$ cat src/rtl/vga_timing_pkg.sv
// Shared mode constants and sizing helpers for the VGA raster timing generator.
package vga_timing_pkg;

   // Region of one raster axis, in the order the counter walks through them.
   typedef enum logic [1:0] {
      REG_SYNC,
      REG_BP,
      REG_ACTIVE,
      REG_FP
   } region_e;

   // 640x480@60, 25.175 MHz nominal pixel clock (the default mode).
   localparam int VGA640_H_ACTIVE = 640;
   localparam int VGA640_H_FP     = 16;
   localparam int VGA640_H_SYNC   = 96;
   localparam int VGA640_H_BP     = 48;
   localparam int VGA640_V_ACTIVE = 480;
   localparam int VGA640_V_FP     = 10;
   localparam int VGA640_V_SYNC   = 2;
   localparam int VGA640_V_BP     = 33;
   localparam bit VGA640_HS_POL   = 1'b0;
   localparam bit VGA640_VS_POL   = 1'b0;

   // 800x600@60, 40 MHz nominal pixel clock, positive sync pulses.
   localparam int SVGA800_H_ACTIVE = 800;
   localparam int SVGA800_H_FP     = 40;
   localparam int SVGA800_H_SYNC   = 128;
   localparam int SVGA800_H_BP     = 88;
   localparam int SVGA800_V_ACTIVE = 600;
   localparam int SVGA800_V_FP     = 1;
   localparam int SVGA800_V_SYNC   = 4;
   localparam int SVGA800_V_BP     = 23;
   localparam bit SVGA800_HS_POL   = 1'b1;
   localparam bit SVGA800_VS_POL   = 1'b1;

   // Length of a full line or frame from its four segments.
   function automatic int seg_total(input int sync, input int bp, input int active, input int fp);
      return sync + bp + active + fp;
   endfunction

   // Smallest counter width that can hold every position of both axes.
   function automatic int min_cw(input int h_total, input int v_total);
      int m;
      int w;
      m = (h_total > v_total) ? h_total : v_total;
      w = 1;
      while ((1 << w) < m) begin
         w = w + 1;
      end
      return w;
   endfunction

endpackage

$ cat src/rtl/vga_axis_counter.sv
// One raster axis: a wrapping position counter with registered sync, active
// and active-relative coordinate decoded from the position it is moving to.
module vga_axis_counter
   import vga_timing_pkg::*;
#(
   parameter int SYNC   = 96,
   parameter int BP     = 48,
   parameter int ACTIVE = 640,
   parameter int FP     = 16,
   parameter bit POL    = 1'b0,
   parameter int CW     = 11
) (
   input  logic          clk,
   input  logic          rst_n,
   input  logic          inc,
   output logic [CW-1:0] count,
   output logic          sync,
   output logic          active,
   output logic [CW-1:0] coord,
   output logic          wrap
);

   localparam int            TOTAL = seg_total(SYNC, BP, ACTIVE, FP);
   localparam logic [CW-1:0] LAST  = CW'(TOTAL - 1);
   localparam logic [CW-1:0] BP0   = CW'(SYNC);
   localparam logic [CW-1:0] A0    = CW'(SYNC + BP);
   localparam logic [CW-1:0] FP0   = CW'(SYNC + BP + ACTIVE);

   logic [CW-1:0] count_next;
   region_e       region_next;

   // Advance the position; wrap is combinational so the next axis can step on the same edge.
   always_comb begin
      wrap       = inc && (count == LAST);
      count_next = count;
      if (inc) begin
         count_next = wrap ? '0 : count + 1'b1;
      end
   end

   // Classify the upcoming position so the registered decode lines up with the count.
   always_comb begin
      if (count_next < BP0) begin
         region_next = REG_SYNC;
      end else if (count_next < A0) begin
         region_next = REG_BP;
      end else if (count_next < FP0) begin
         region_next = REG_ACTIVE;
      end else begin
         region_next = REG_FP;
      end
   end

   // Position and decoded levels all hold while inc is low.
   always_ff @(posedge clk or negedge rst_n) begin
      if (!rst_n) begin
         count  <= '0;
         sync   <= POL;
         active <= 1'b0;
         coord  <= '0;
      end else if (inc) begin
         count  <= count_next;
         sync   <= (region_next == REG_SYNC) ? POL : ~POL;
         active <= (region_next == REG_ACTIVE);
         coord  <= (region_next == REG_ACTIVE) ? count_next - A0 : '0;
      end
   end

endmodule

$ cat src/rtl/vga_timing_gen.sv
// Parametrised VGA raster timing generator: two axis counters, the active-area
// combine and the line/frame strobes.
module vga_timing_gen
   import vga_timing_pkg::*;
#(
   parameter int H_ACTIVE = VGA640_H_ACTIVE,
   parameter int H_FP     = VGA640_H_FP,
   parameter int H_SYNC   = VGA640_H_SYNC,
   parameter int H_BP     = VGA640_H_BP,
   parameter int V_ACTIVE = VGA640_V_ACTIVE,
   parameter int V_FP     = VGA640_V_FP,
   parameter int V_SYNC   = VGA640_V_SYNC,
   parameter int V_BP     = VGA640_V_BP,
   parameter bit HS_POL   = VGA640_HS_POL,
   parameter bit VS_POL   = VGA640_VS_POL,
   parameter int CW       = 11
) (
   input  logic          clk25,
   input  logic          rst_n,
   input  logic          pix_en,
   output logic          hs,
   output logic          vs,
   output logic          de,
   output logic [CW-1:0] x,
   output logic [CW-1:0] y,
   output logic          line_start,
   output logic          frame_start
);

   localparam int H_TOTAL = seg_total(H_SYNC, H_BP, H_ACTIVE, H_FP);
   localparam int V_TOTAL = seg_total(V_SYNC, V_BP, V_ACTIVE, V_FP);

   // A counter too narrow for the raster, or an empty porch/sync, is a build error.
   if (CW < min_cw(H_TOTAL, V_TOTAL) || H_FP < 1 || H_SYNC < 1 || H_BP < 1 ||
       V_FP < 1 || V_SYNC < 1 || V_BP < 1) begin : g_cfg_error
      $fatal(1, "vga_timing_gen: illegal timing parameters");
   end

   logic [CW-1:0] hcnt;
   logic [CW-1:0] vcnt;
   logic [CW-1:0] h_coord;
   logic [CW-1:0] v_coord;
   logic          h_active;
   logic          v_active;
   logic          h_wrap;
   logic          v_wrap;
   logic          v_inc;

   // The raw counts are kept on the axis ports for probing but not driven out.
   logic unused_counts;
   assign unused_counts = ^{hcnt, vcnt};

   assign v_inc = pix_en & h_wrap;

   vga_axis_counter #(
      .SYNC   (H_SYNC),
      .BP     (H_BP),
      .ACTIVE (H_ACTIVE),
      .FP     (H_FP),
      .POL    (HS_POL),
      .CW     (CW)
   ) u_h_axis (
      .clk    (clk25),
      .rst_n  (rst_n),
      .inc    (pix_en),
      .count  (hcnt),
      .sync   (hs),
      .active (h_active),
      .coord  (h_coord),
      .wrap   (h_wrap)
   );

   vga_axis_counter #(
      .SYNC   (V_SYNC),
      .BP     (V_BP),
      .ACTIVE (V_ACTIVE),
      .FP     (V_FP),
      .POL    (VS_POL),
      .CW     (CW)
   ) u_v_axis (
      .clk    (clk25),
      .rst_n  (rst_n),
      .inc    (v_inc),
      .count  (vcnt),
      .sync   (vs),
      .active (v_active),
      .coord  (v_coord),
      .wrap   (v_wrap)
   );

   // Each axis coordinate is already zero outside its own active span; gate by the other axis.
   assign de = h_active & v_active;
   assign x  = v_active ? h_coord : '0;
   assign y  = h_active ? v_coord : '0;

   // Strobes fire on the edge that lands the position on hcnt=0 / (0,0) by wrapping.
   always_ff @(posedge clk25 or negedge rst_n) begin
      if (!rst_n) begin
         line_start  <= 1'b0;
         frame_start <= 1'b0;
      end else begin
         line_start  <= h_wrap;
         frame_start <= v_wrap;
      end
   end

endmodule

$ cat config.mk
export PLATFORM = sky130hd
export DESIGN_NAME = vga_timing_gen
export DESIGN_NICKNAME = d
export VERILOG_FILES = /design/src/rtl/vga_timing_pkg.sv /design/src/rtl/vga_axis_counter.sv /design/src/rtl/vga_timing_gen.sv
export SDC_FILE = /design/constraint.sdc
export NUM_CORES = 1
export LEC_CHECK = 0
export ABC_CLOCK_PERIOD_IN_PS = 4300
export BUFFER_PORTS_ARGS = -buffer_cell sky130_fd_sc_hd__buf_4
export CORE_UTILIZATION = 59
export CTS_CLUSTER_DIAMETER = 50
export DETAILED_ROUTE_END_ITERATION = 6
export HOLD_SLACK_MARGIN = 0.08
export PLACE_DENSITY = 0.79
export REMOVE_ABC_BUFFERS = 1
export SETUP_SLACK_MARGIN = 0.4
export SLEW_MARGIN = 15
export SYNTH_ARGS = -nofsm -noshare
export SYNTH_HDL_FRONTEND = slang
export SYNTH_HIERARCHICAL = 1
export SYNTH_SLANG_ARGS = --single-unit
$ cat constraint.sdc
create_clock -name clk25 -period 4.3 [get_ports clk25]
set_input_delay 0.645 -clock clk25 [delete_from_list [all_inputs] [get_ports clk25]]
set_output_delay 0.645 -clock clk25 [all_outputs]
set_load 0.05 [all_outputs]
==> flow_summary.ini, run 1 <==
[run]
maxCapViolations = 0

[cts]
clock-root-buffer = clkbuf_8
clk_pin_slew_ps = 90
cts_buffer_depth = 2
cts_buffers = 5
hold_buffers = 0
cts_tree = built
ctsHtreeMaxLevel = 2
clk_latency_ps = 300
clock_sinks = 50

[synth]
synth_area_per_cell_um2 = 9.433
yosys-top-cells-count = dfrtp_1 (50), inv_1 (28), nand2_1 (24)
synth_edf_count = 0
synth_area_leaders = dfrtp_1 (40%), xnor2_1 (5.9%), and2_2 (4.1%)
yosysSeqAreaShare = 0.4019
ys.flop_type = dfrtp_1
ys_warn_count = 6
ys_ff_latch = 50
synthArstFlopShare = 1.000
synth-simple-area-share = 0.2564
netlist_instances = 330
synthAdderAreaFrac = 0.02010
synth_xor_area_frac = 0.06471
synth_mux_area_frac = 0.003215
synth_cell_types = 61
post-synth-top-count-cell = dfrtp_1
synth_top_area_share = 0.4019
synth_top_family_by_area = simple AND/OR/NAND/NOR gates
synth_area_mm2 = 0.003113
synth_compound_area_frac = 0.1817
yosys.area.top_type = dfrtp_1

[die]
start_util = 0.6095
dieArea_mm2 = 0.005570
core_area_mm2 = 0.005107
num_rows = 26
dieWidth_um = 74.64
die_y_um = 74.64
io_pins = 30

[sta]
fin_worst_skew_ps = 5.715
setup_viol = 0
rsz0062_at_grt = no
hold_viol_final = 0
fin_setup_tns_ps = 0
min_period_over_period = 0.8364
slew_headroom = 0.5865
holdWs_ps = 349.2
timing.fmax_mhz = 278.1
tightestPinTransition_ps = 620.3
drv_slew = 0
layout_min_cycle_time_ps = 3596

[routing]
wl_mm = 6.800
via_per_inst = 5.995
firstDrtPassIters = 5
avgRoutedWirePerCell_um = 15.93
antenna_left = 0
drt_iter0_drc = 369
route.detailed.drc = 0
vias = 2560

[place]
dpl_cell_area_mm2 = 0.003363
dp_cells = 419
gp_congestion = 0.9420
io_buffers = 29
dpl.hpwl_mm = 4.963

[power_and_ir_drop]
power_density_mw_per_mm2 = 315.4
vdd_drop_max_v = 0.0002509
p_leak_nw = 1.604

[critical_path]
timing.rr.end = u_v_axis/coord[8]$_DFFE_PN0P_
reg2reg_from = u_h_axis/count[0]$_DFFE_PN0P_
cp-start-kind = flip-flop
crit_fanout = 11
r2r_setup_slack_ps = 700
cp_num_cells = 13
crit_required_ps = 4500
critPathMaxStageDelay_ps = 510
cpLargestDelayFamily = simple AND/OR/NAND/NOR gates
end_kind = flip-flop
critPathSlowestCell = or3_1
endpoint = u_v_axis/coord[8]$_DFFE_PN0P_
cp.arrival_ps = 3790
r2r_cells = 13
timing.critical_path.cells = ha_1, nand3_2, nor2_1, nand2_1, inv_1, and2_2, nand4_1, or3_1, nor3_1, xnor2_1, o311ai_4, buf_12, o41ai_2
worst-path-buf-inv = 2
criticalPathCategory = flip-flop to flip-flop
crit_path_start = u_h_axis/count[0]$_DFFE_PN0P_

[run_status]
status = complete, no violations

[layout]
fin_area_mm2 = 0.003503
areaGrowthSynthToFinish_pct = 12.54
layout.nets = 365
final_cells = 427
area.sequential_mm2 = 0.001252
layout-drive-gt1-share = 0.2353
n_fill_cell = 410
final_core_utilization = 0.6859
multiInputGateArea_mm2 = 0.001644
antenna_cells = 0

[global_routing]
grt_pass1_wl_mm = 10.81
overflow = 0
grt_max_degree = 51
grt_pass1_vias = 2186
grt_antenna_before_repair = 0
track_usage = 0.2599

[min_path]
hold_path_class = input pin to asynchronous set/reset pin
[layout by cell type (no fill, tap or decap), types with 3 or more instances in the layout]
cell,instances
a31oi_1,3
nor4_1,7
nor2_1,20
nand4_1,8
o31ai_1,3
a21oi_1,7
and2_2,18
nand2_1,24
buf_4,37
clkbuf_8,6
nor3_1,10
o2bb2ai_1,6
ha_1,5
xnor2_1,21
o21ai_0,10
nand3_1,8
and2_1,12
or2_2,3
o32ai_1,9
inv_1,28
or3_1,5
a32o_1,4
dfrtp_1,49
[per-layer routing]
layer | vias to the layer above | track usage | wire length (µm) | part of all wire
met2 | 114 | 0.3644 | 2894 | 0.43
li1 | 1245 | - | - | -
met5 | - | 0 | 0 | 0
met3 | 8 | 0.05221 | 493 | 0.073
met1 | 1193 | 0.4159 | 3351 | 0.49
met4 | 0 | 0.04612 | 60 | 0.0088
[logic make-up after synthesis]
| group | after synthesis |
|---|---|
| muxes | 1 |
| and+or+nand+nor | 136 |
| DFF | 50 |
| AOI/OAI and AO/OA | 68 |
| adders and majority gates | 5 |
| xor gates and xnor gates | 23 |
| buffers and inverters | 47 |
[registers in the layout, indices dropped and copies added (netlist names)]
name	flops
line_start	1
u_h_axis/sync	1
u_v_axis/sync	1
u_h_axis/count	11
u_v_axis/count	11
u_h_axis/coord	11
u_v_axis/coord	11
frame_start	1
u_h_axis/active	1
u_v_axis/active	1
[final cells by class]
| class | count | share of cell area |
|---|---|---|
| multi-input cells | 233 | 0.4693 |
| clock inverters | 1 | 0.008571 |
| flip-flops and latches | 50 | 0.3575 |
| inverters | 29 | 0.03107 |
| clock buffers | 6 | 0.02357 |
| repair buffers | 38 | 0.08500 |
| well taps | 70 | 0.02500 |
[stage by stage]
step | total power [mW] | setup WS (ps)
after floorplan | 0.6994 | 213.6
after global placement | 0.7699 | 576.1
after detailed placement | 0.7724 | 435.3
after CTS | 1.107 | 490.8
after global routing | 1.155 | 402.3
final | 1.105 | 703.7
[power breakdown]
group | switching [mW] | internal, mW
combinational | 0.136 | 0.0945
sequential | 0.0452 | 0.495
clock | 0.148 | 0.186
[worst min path at each step]
stage / depth (start not counted) / endpoint / from
floorplan: 0 / frame_start$_DFF_PN0_ / rst_n
global placement: 2 / u_v_axis/coord[8]$_DFFE_PN0P_ / u_v_axis/coord[8]$_DFFE_PN0P_
detailed placement: 1 / u_h_axis/coord[2]$_DFFE_PN0P_ / u_h_axis/coord[2]$_DFFE_PN0P_
CTS: 1 / frame_start$_DFF_PN0_ / rst_n
global route: 1 / u_v_axis/count[1]$_DFFE_PN0P_ / rst_n
finish: 1 / u_v_axis/count[2]$_DFFE_PN0P_ / rst_n
[timing repair]
action	4_1_cts	5_1_grt
buffers inserted	0	1
resized for setup	0	3
endpoints found under the setup margin	0	12
Note: power is estimated with default switching activity, not from simulation.
==> inputs of run 2 (changes only) <==
--- a/config.mk
+++ b/config.mk
@@ -5,13 +5,14 @@
 export SDC_FILE = /design/constraint.sdc
 export NUM_CORES = 1
 export LEC_CHECK = 0
-export ABC_CLOCK_PERIOD_IN_PS = 4300
+export ABC_AREA = 1
+export ABC_CLOCK_PERIOD_IN_PS = 3200
 export BUFFER_PORTS_ARGS = -buffer_cell sky130_fd_sc_hd__buf_4
-export CORE_UTILIZATION = 59
+export CORE_UTILIZATION = 54
 export CTS_CLUSTER_DIAMETER = 50
 export DETAILED_ROUTE_END_ITERATION = 6
 export HOLD_SLACK_MARGIN = 0.08
-export PLACE_DENSITY = 0.79
+export PLACE_DENSITY = 0.77
 export REMOVE_ABC_BUFFERS = 1
 export SETUP_SLACK_MARGIN = 0.4
 export SLEW_MARGIN = 15
==> constraint.sdc (replaced) <==
create_clock -name clk25 -period 3.2 [get_ports clk25]
set_input_delay 0.48 -clock clk25 [delete_from_list [all_inputs] [get_ports clk25]]
set_output_delay 0.48 -clock clk25 [all_outputs]
set_load 0.05 [all_outputs]
==> run 2 against run 1 <==
  * Power rose by 68%
  * Sequential share of layout area is 1.7 points lower
  * Critical endpoint is now u_v_axis/coord[2]$_DFFE_PN0P_
  * Sequential cell count unchanged
  * Die area grew 12%
  * Via count grew 13%
  * Worst setup slack worse by 110 ps
  * Clock skew rose by 4.2 ps
  * Final cell count grew 29%
  * Routed wire length increased by 6.1%
  * First-iteration DRC count shrank 60%
==> flow_summary.ini, run 2 <==
[layout]
antenna_cells = 0
areaGrowthSynthToFinish_pct = 14.87
final_core_utilization = 0.6551
n_fill_cell = 518
layout-drive-gt1-share = 0.2427
layout_common_cells = nand2_1 (152), inv_1 (70), dfrtp_1 (49)
layout.cells.most_common = nand2_1
layout.nets = 485

[sta]
setup_viol = 0
holdWs_ps = 182.8
layout_min_cycle_time_ps = 2601
rsz0062_at_grt = yes
slew_headroom = 0.5791
tightestPinTransition_ps = 631.3
min_period_over_period = 0.8129
drv_slew = 0
worst_slack_ps = 598.6
fin_setup_tns_ps = 0
hold_viol_final = 0
fin_worst_skew_ps = 9.905
timing.fmax_mhz = 384.4

[cts]
clock_sinks = 50
clk_latency_ps = 300
cts_buffer_depth = 2
clk_pin_slew_ps = 100
hold_buffers = 0
cts_buffers = 5
ctsHtreeMaxLevel = 2
clock-root-buffer = clkbuf_8
cts_tree = built

[die]
io_pins = 30
dieArea_mm2 = 0.006234
core_area_mm2 = 0.005608
dieWidth_um = 78.96
start_util = 0.5703
die_y_um = 78.96
num_rows = 27

[synth]
synth_area_mm2 = 0.003198
yosys-top-cells-count = nand2_1 (153), inv_1 (72), dfrtp_1 (50)
synth_top_area_share = 0.3912
synth_xor_area_frac = 0.02465
yosys.area.top_type = dfrtp_1
synth_top_family_by_area = simple AND/OR/NAND/NOR gates
synth_mux_area_frac = 0
synth_edf_count = 0
synth_compound_area_frac = 0.03873
synth_cell_types = 34
yosysSeqAreaShare = 0.3912
ys.flop_type = dfrtp_1
ys_warn_count = 6
synth_area_leaders = dfrtp_1 (39%), nand2_1 (18%), inv_1 (8.5%)
synth-simple-area-share = 0.4131
synthAdderAreaFrac = 0.01956
synth_area_per_cell_um2 = 7.318
ys_ff_latch = 50
synthArstFlopShare = 1.000
post-synth-top-count-cell = nand2_1
netlist_instances = 437

[min_path]
hold_path_class = input pin to asynchronous set/reset pin

[critical_path]
end_kind = flip-flop
crit_fanout = 11
cp.arrival_ps = 2850
crit_required_ps = 3450
critPathMaxStageDelay_ps = 380
cp-start-kind = flip-flop
criticalPathCategory = flip-flop to flip-flop
timing.critical_path.cells = ha_2, inv_1, nor2_4, nand4_4, inv_2, nand2_1, inv_2, nand2_2, nor2_1, xor2_1, nand2_1, nand2_1, nor2_1, nand2_2, nand2_2, a21oi_2, buf_6, nand3_1, nand2_1
critPathSlowestCell = dfrtp_1
crit_path_start = u_h_axis/count[0]$_DFFE_PN0P_
reg2reg_from = u_h_axis/count[0]$_DFFE_PN0P_
crit_top_cell = nand2_1

[routing]
firstDrtPassIters = 4
vias = 2881
wl_mm = 7.218
route.detailed.drc = 0
avgRoutedWirePerCell_um = 13.12
drt_iter0_drc = 148
antenna_left = 0
via_per_inst = 5.238

[power_and_ir_drop]
swShare = 0.3813
p_clk_frac = 0.223
seqPwrFrac = 0.460
internal_power_mw = 1.146
p_leak_nw = 2.221
p_switching_mw = 0.7065
vdd_drop_max_v = 0.0003938
power_density_mw_per_mm2 = 504.4
comb_power_share = 0.316

[place]
pre_cts_slack_ps = 284.8
io_buffers = 29
dpl.hpwl_mm = 5.307
gp_congestion = 0.8720

[global_routing]
track_usage = 0.2467
overflow = 0
grt_pass1_wl_mm = 12.21
grt_antenna_before_repair = 0
grt_pass1_vias = 2816
grt_max_degree = 51

[run]
maxCapViolations = 0

[run_status]
status = complete, no violations
## run 2: cell types whose count changed in the layout (fill, tap and decap cells not counted), sizes merged, moves of 6 or more
cell / delta
nand2: +149
inv: +46
nand3: +34
and2: -30
xnor2: -21
nor2: +16
nor3: -10
o32ai: -9
nand4: +7
nor4: -7
o2bb2ai: -7
xor2: +7
or3: -6
## run 2: final timing paths
kind,to,slack [ps],cells after the start
setup / recovery,u_v_axis/coord[2]$_DFFE_PN0P_,600,19
hold / removal,u_v_axis/count[9]$_DFFE_PN0P_,180,1
setup reg to reg,u_v_axis/coord[2]$_DFFE_PN0P_,600,19
hold reg to reg,u_h_axis/coord[2]$_DFFE_PN0P_,490,2
max in group asynchronous,u_h_axis/count[5]$_DFFE_PN0P_,2550,1
min in group clk25,u_h_axis/coord[2]$_DFFE_PN0P_,490,2
## run 2: critical path, delay by kind of cell, from the launching register on
family | cells | cell delay, ps
AND/OR/NAND/NOR | 12 | 1100
buffers and inverters | 4 | 470
flip-flops | 1 | 380
XOR/XNOR | 1 | 230
adder cells (fa/ha/maj) | 1 | 190
AO/OA/AOI/OAI | 1 | 160
## run 2: metrics by stage
step / area (µm²) / total power, mW / cells
3_5_place_dp: 3457 / 1.414 / 532
5_1_grt: 3674 / 1.979 / 550
2_1_floorplan: 3127 / 1.269 / 428
4_1_cts: 3577 / 1.827 / 542
3_3_place_gp: 3457 / 1.391 / 532
6_report: 3674 / 1.853 / 550
## run 2: cells by family (layout without fill, tap and decap cells)
kind of cell,after synthesis,after routing
XOR/XNOR,9,9
adder cells (fa/ha/maj),5,5
AND/OR/NAND/NOR,273,273
flip-flops,50,50
buffers and inverters,85,126
AO/OA/AOI/OAI,15,15
## run 2: area by class of cell
cell class | instances | area (µm²) | area share
clock inverters | 1 | 8.758 | 0.002384
inverters | 76 | 289.0 | 0.07868
multi-input cells | 302 | 1614 | 0.4394
well taps | 72 | 90.09 | 0.02452
clock buffers | 7 | 96.34 | 0.02623
repair buffers | 42 | 322.8 | 0.08787
flip-flops and latches | 50 | 1252 | 0.3409
## run 2: timing repair
action	CTS	global route
gates cloned	0	0
buffers inserted	2	8
hold endpoints to repair	0	0
gates resized for setup	1	11
endpoints found under the setup margin	11	12
pin swaps	1	3
## run 2: metal layers
metal,track usage,up-vias,part of all wire
met5,0,-,0
met4,0.07455,0,0.013
met3,0.03448,8,0.038
met2,0.4765,89,0.54
met1,0.2778,1366,0.41
li1,-,1418,-
## run 2: power by group through the flow
stage / Combinational [mW] / Sequential, mW / Clock, mW
floorplan: 0.426 / 0.843 / 0
global placement: 0.527 / 0.864 / 0
detailed placement: 0.543 / 0.870 / 0
CTS: 0.549 / 0.858 / 0.420
global route: 0.665 / 0.874 / 0.439
finish: 0.586 / 0.853 / 0.414
==> inputs of run 3 (changes only) <==
--- a/config.mk
+++ b/config.mk
@@ -5,14 +5,14 @@
 export SDC_FILE = /design/constraint.sdc
 export NUM_CORES = 1
 export LEC_CHECK = 0
-export ABC_AREA = 1
-export ABC_CLOCK_PERIOD_IN_PS = 3200
+export ABC_AREA = 0
+export ABC_CLOCK_PERIOD_IN_PS = 2700
 export BUFFER_PORTS_ARGS = -buffer_cell sky130_fd_sc_hd__buf_4
-export CORE_UTILIZATION = 54
+export CORE_UTILIZATION = 59
 export CTS_CLUSTER_DIAMETER = 50
 export DETAILED_ROUTE_END_ITERATION = 6
 export HOLD_SLACK_MARGIN = 0.08
-export PLACE_DENSITY = 0.77
+export PLACE_DENSITY = 0.79
 export REMOVE_ABC_BUFFERS = 1
 export SETUP_SLACK_MARGIN = 0.4
 export SLEW_MARGIN = 15
==> constraint.sdc (replaced) <==
create_clock -name clk25 -period 2.7 [get_ports clk25]
set_input_delay 0.405 -clock clk25 [delete_from_list [all_inputs] [get_ports clk25]]
set_output_delay 0.405 -clock clk25 [all_outputs]
set_load 0.05 [all_outputs]
==> run 3 against run 2 <==
  * The flow now finishes with violations (negative setup slack)
  * Sequential cell count is the same
  * Sequential power is 3.9% lower
  * Worst hold slack worse by 82 ps
  * Register-to-register slack got worse by 1200 ps
  * Global-route usage rose by 15 points
  * Fmax decreased by 22%
  * Routed wire length grew 70%
  * Final cell count decreased by 6.5%
  * Final area is 24% higher
  * Critical path depth is 6 lower
  * Clock-buffer cell count stayed put
  * Largest cell class unchanged
  * Highest routed layer unchanged
==> flow_summary.ini, run 3 (same netlist as run 1, synthesis figures left out) <==
[sta]
slew_headroom = 0.5905
min_period_over_period = 1.234
tightestPinTransition_ps = 614.3
timing.fmax_mhz = 300.1
hold_viol_final = 0
drv_slew = 0
layout_min_cycle_time_ps = 3333
fin_setup_tns_ps = -7941
fin_worst_skew_ps = 15.14
setup_viol = 16
worst_slack_ps = -632.6
rsz0062_at_grt = yes

[layout]
antenna_cells = 0
layout_common_cells = buf_4 (96), dfrtp_1 (50), buf_6 (28)
layout-drive-gt1-share = 0.5045
final_core_utilization = 0.8939
area.sequential_mm2 = 0.001251
layout.nets = 451
areaGrowthSynthToFinish_pct = 46.66
n_fill_cell = 224
layout.cells.most_common = buf_4
multiInputGateArea_mm2 = 0.001976
final_cells = 514

[routing]
m1WireLength_mm = 4.326
firstDrtPassIters = 5
wl_met3_mm = 1.555
avgRoutedWirePerCell_um = 23.83
via_per_inst = 6.909
vias = 3551
wl_mm = 12.25
antenna_left = 0
met2WireLength_mm = 5.311
route.detailed.drc = 0
drt_iter0_drc = 622
routed.top_layer = met4

[die]
dieArea_mm2 = 0.005570
die_y_um = 74.64
dieWidth_um = 74.64
core_area_mm2 = 0.005107
start_util = 0.6095
num_rows = 26
io_pins = 30

[run_status]
violations = negative setup slack
status = finished, violations left

[power_and_ir_drop]
p_switching_mw = 0.7200
seqPwrFrac = 0.383
p_leak_nw = 2.105
internal_power_mw = 1.420
comb_power_share = 0.370
vdd_drop_max_v = 0.0004404
swShare = 0.3365
power_density_mw_per_mm2 = 468.7
p_clk_frac = 0.247

[cts]
hold_buffers = 0
clock_sinks = 50
clock-root-buffer = clkbuf_8
ctsHtreeMaxLevel = 2
clk_latency_ps = 310
cts_buffer_depth = 2
cts_buffers = 5
cts_tree = built
clk_pin_slew_ps = 100

[critical_path]
cp.arrival_ps = 3540
reg2reg_from = u_h_axis/count[6]$_DFFE_PN0P_
crit_required_ps = 2900
timing.critical_path.cells = or3_4, nor3_4, nand2_2, inv_2, and2_4, nand4_1, buf_4, buf_4, o31ai_2, o211a_1, a211oi_2, buf_4, o41ai_2
crit_top_cell = buf_4
cpLargestDelayFamily = compound AO/OA/AOI/OAI gates
critPathMaxStageDelay_ps = 440
crit_path_start = u_h_axis/count[6]$_DFFE_PN0P_
end_kind = flip-flop
crit_fanout = 4
critPathSlowestCell = o31ai_2
worst-path-buf-inv = 4
cp-start-kind = flip-flop
criticalPathCategory = flip-flop to flip-flop

[global_routing]
grt_max_degree = 51
grt_antenna_before_repair = 0
grt_pass1_wl_mm = 16.26
track_usage = 0.4001
overflow = 0
grt_pass1_vias = 3119

[place]
dp_cells = 466
io_buffers = 29
gp_congestion = 0.9163
dpl.hpwl_mm = 5.521

[run]
maxCapViolations = 0

[min_path]
hold_path_class = input pin to asynchronous set/reset pin
==> run 3: final timing paths <==
kind / cells past startpoint / slack [ps] / endpoint
min in group clk25: 1 / 490 / u_h_axis/coord[1]$_DFFE_PN0P_
min: 1 / 100 / u_h_axis/count[10]$_DFFE_PN0P_
max: 13 / -630 / u_v_axis/coord[7]$_DFFE_PN0P_
min reg2reg: 1 / 490 / u_h_axis/coord[1]$_DFFE_PN0P_
max in group asynchronous: 1 / 2180 / u_h_axis/count[3]$_DFFE_PN0P_
max reg2reg: 13 / -630 / u_v_axis/coord[7]$_DFFE_PN0P_
==> run 3: layout make-up <==
class | instances | share of cell area
sequential | 50 | 0.2740
clock inverter | 1 | 0.006577
inverter | 29 | 0.02384
multi-input combinational | 233 | 0.4327
tap | 70 | 0.01918
timing repair buffer | 124 | 0.2269
clock buffer | 7 | 0.01672
==> run 3: layer usage <==
layer | vias to the layer above | GRT usage
li1 | 1404 | -
met1 | 1623 | 0.5030
met2 | 381 | 0.6146
met3 | 143 | 0.1044
met4 | 0 | 0.2537
met5 | - | 0
==> run 3: power by group through the flow <==
stage	Clock [mW]	Combinational, mW	Sequential (mW)
after global routing	0.561	0.813	0.825
after CTS	0.525	0.605	0.813
after detailed placement	0	0.469	0.823
after floorplan	0	0.234	0.880
final	0.528	0.792	0.820
after global placement	0	0.460	0.820
==> run 3: what timing repair did <==
action	4_1_cts	5_1_grt
gates resized for setup	55	49
setup endpoints to repair	24	35
setup buffers	33	7
pin swaps	25	16
==> run 3: per-stage QoR <==
| step | area (µm²) | power [mW] | worst slack [ps] | hold slack, ps |
|---|---|---|---|---|
| floorplan | 2998 | 1.114 | -1386 | 109.4 |
| global placement | 3716 | 1.281 | -420.7 | 455.8 |
| detailed placement | 3716 | 1.293 | -566.7 | 462.5 |
| CTS | 4289 | 1.942 | -323.1 | 130.9 |
| global route | 4566 | 2.200 | -708.6 | 151.1 |
| finish | 4566 | 2.140 | -632.6 | 100.7 |
==> run 3: worst reg2reg max path: cells and delay by family, from the launching register on <==
kind | cells | cell delay [ps]
AND/OR/NAND/NOR | 5 | 1080
AO/OA/AOI/OAI | 4 | 1140
flip-flops | 1 | 400
buffers and inverters | 4 | 610
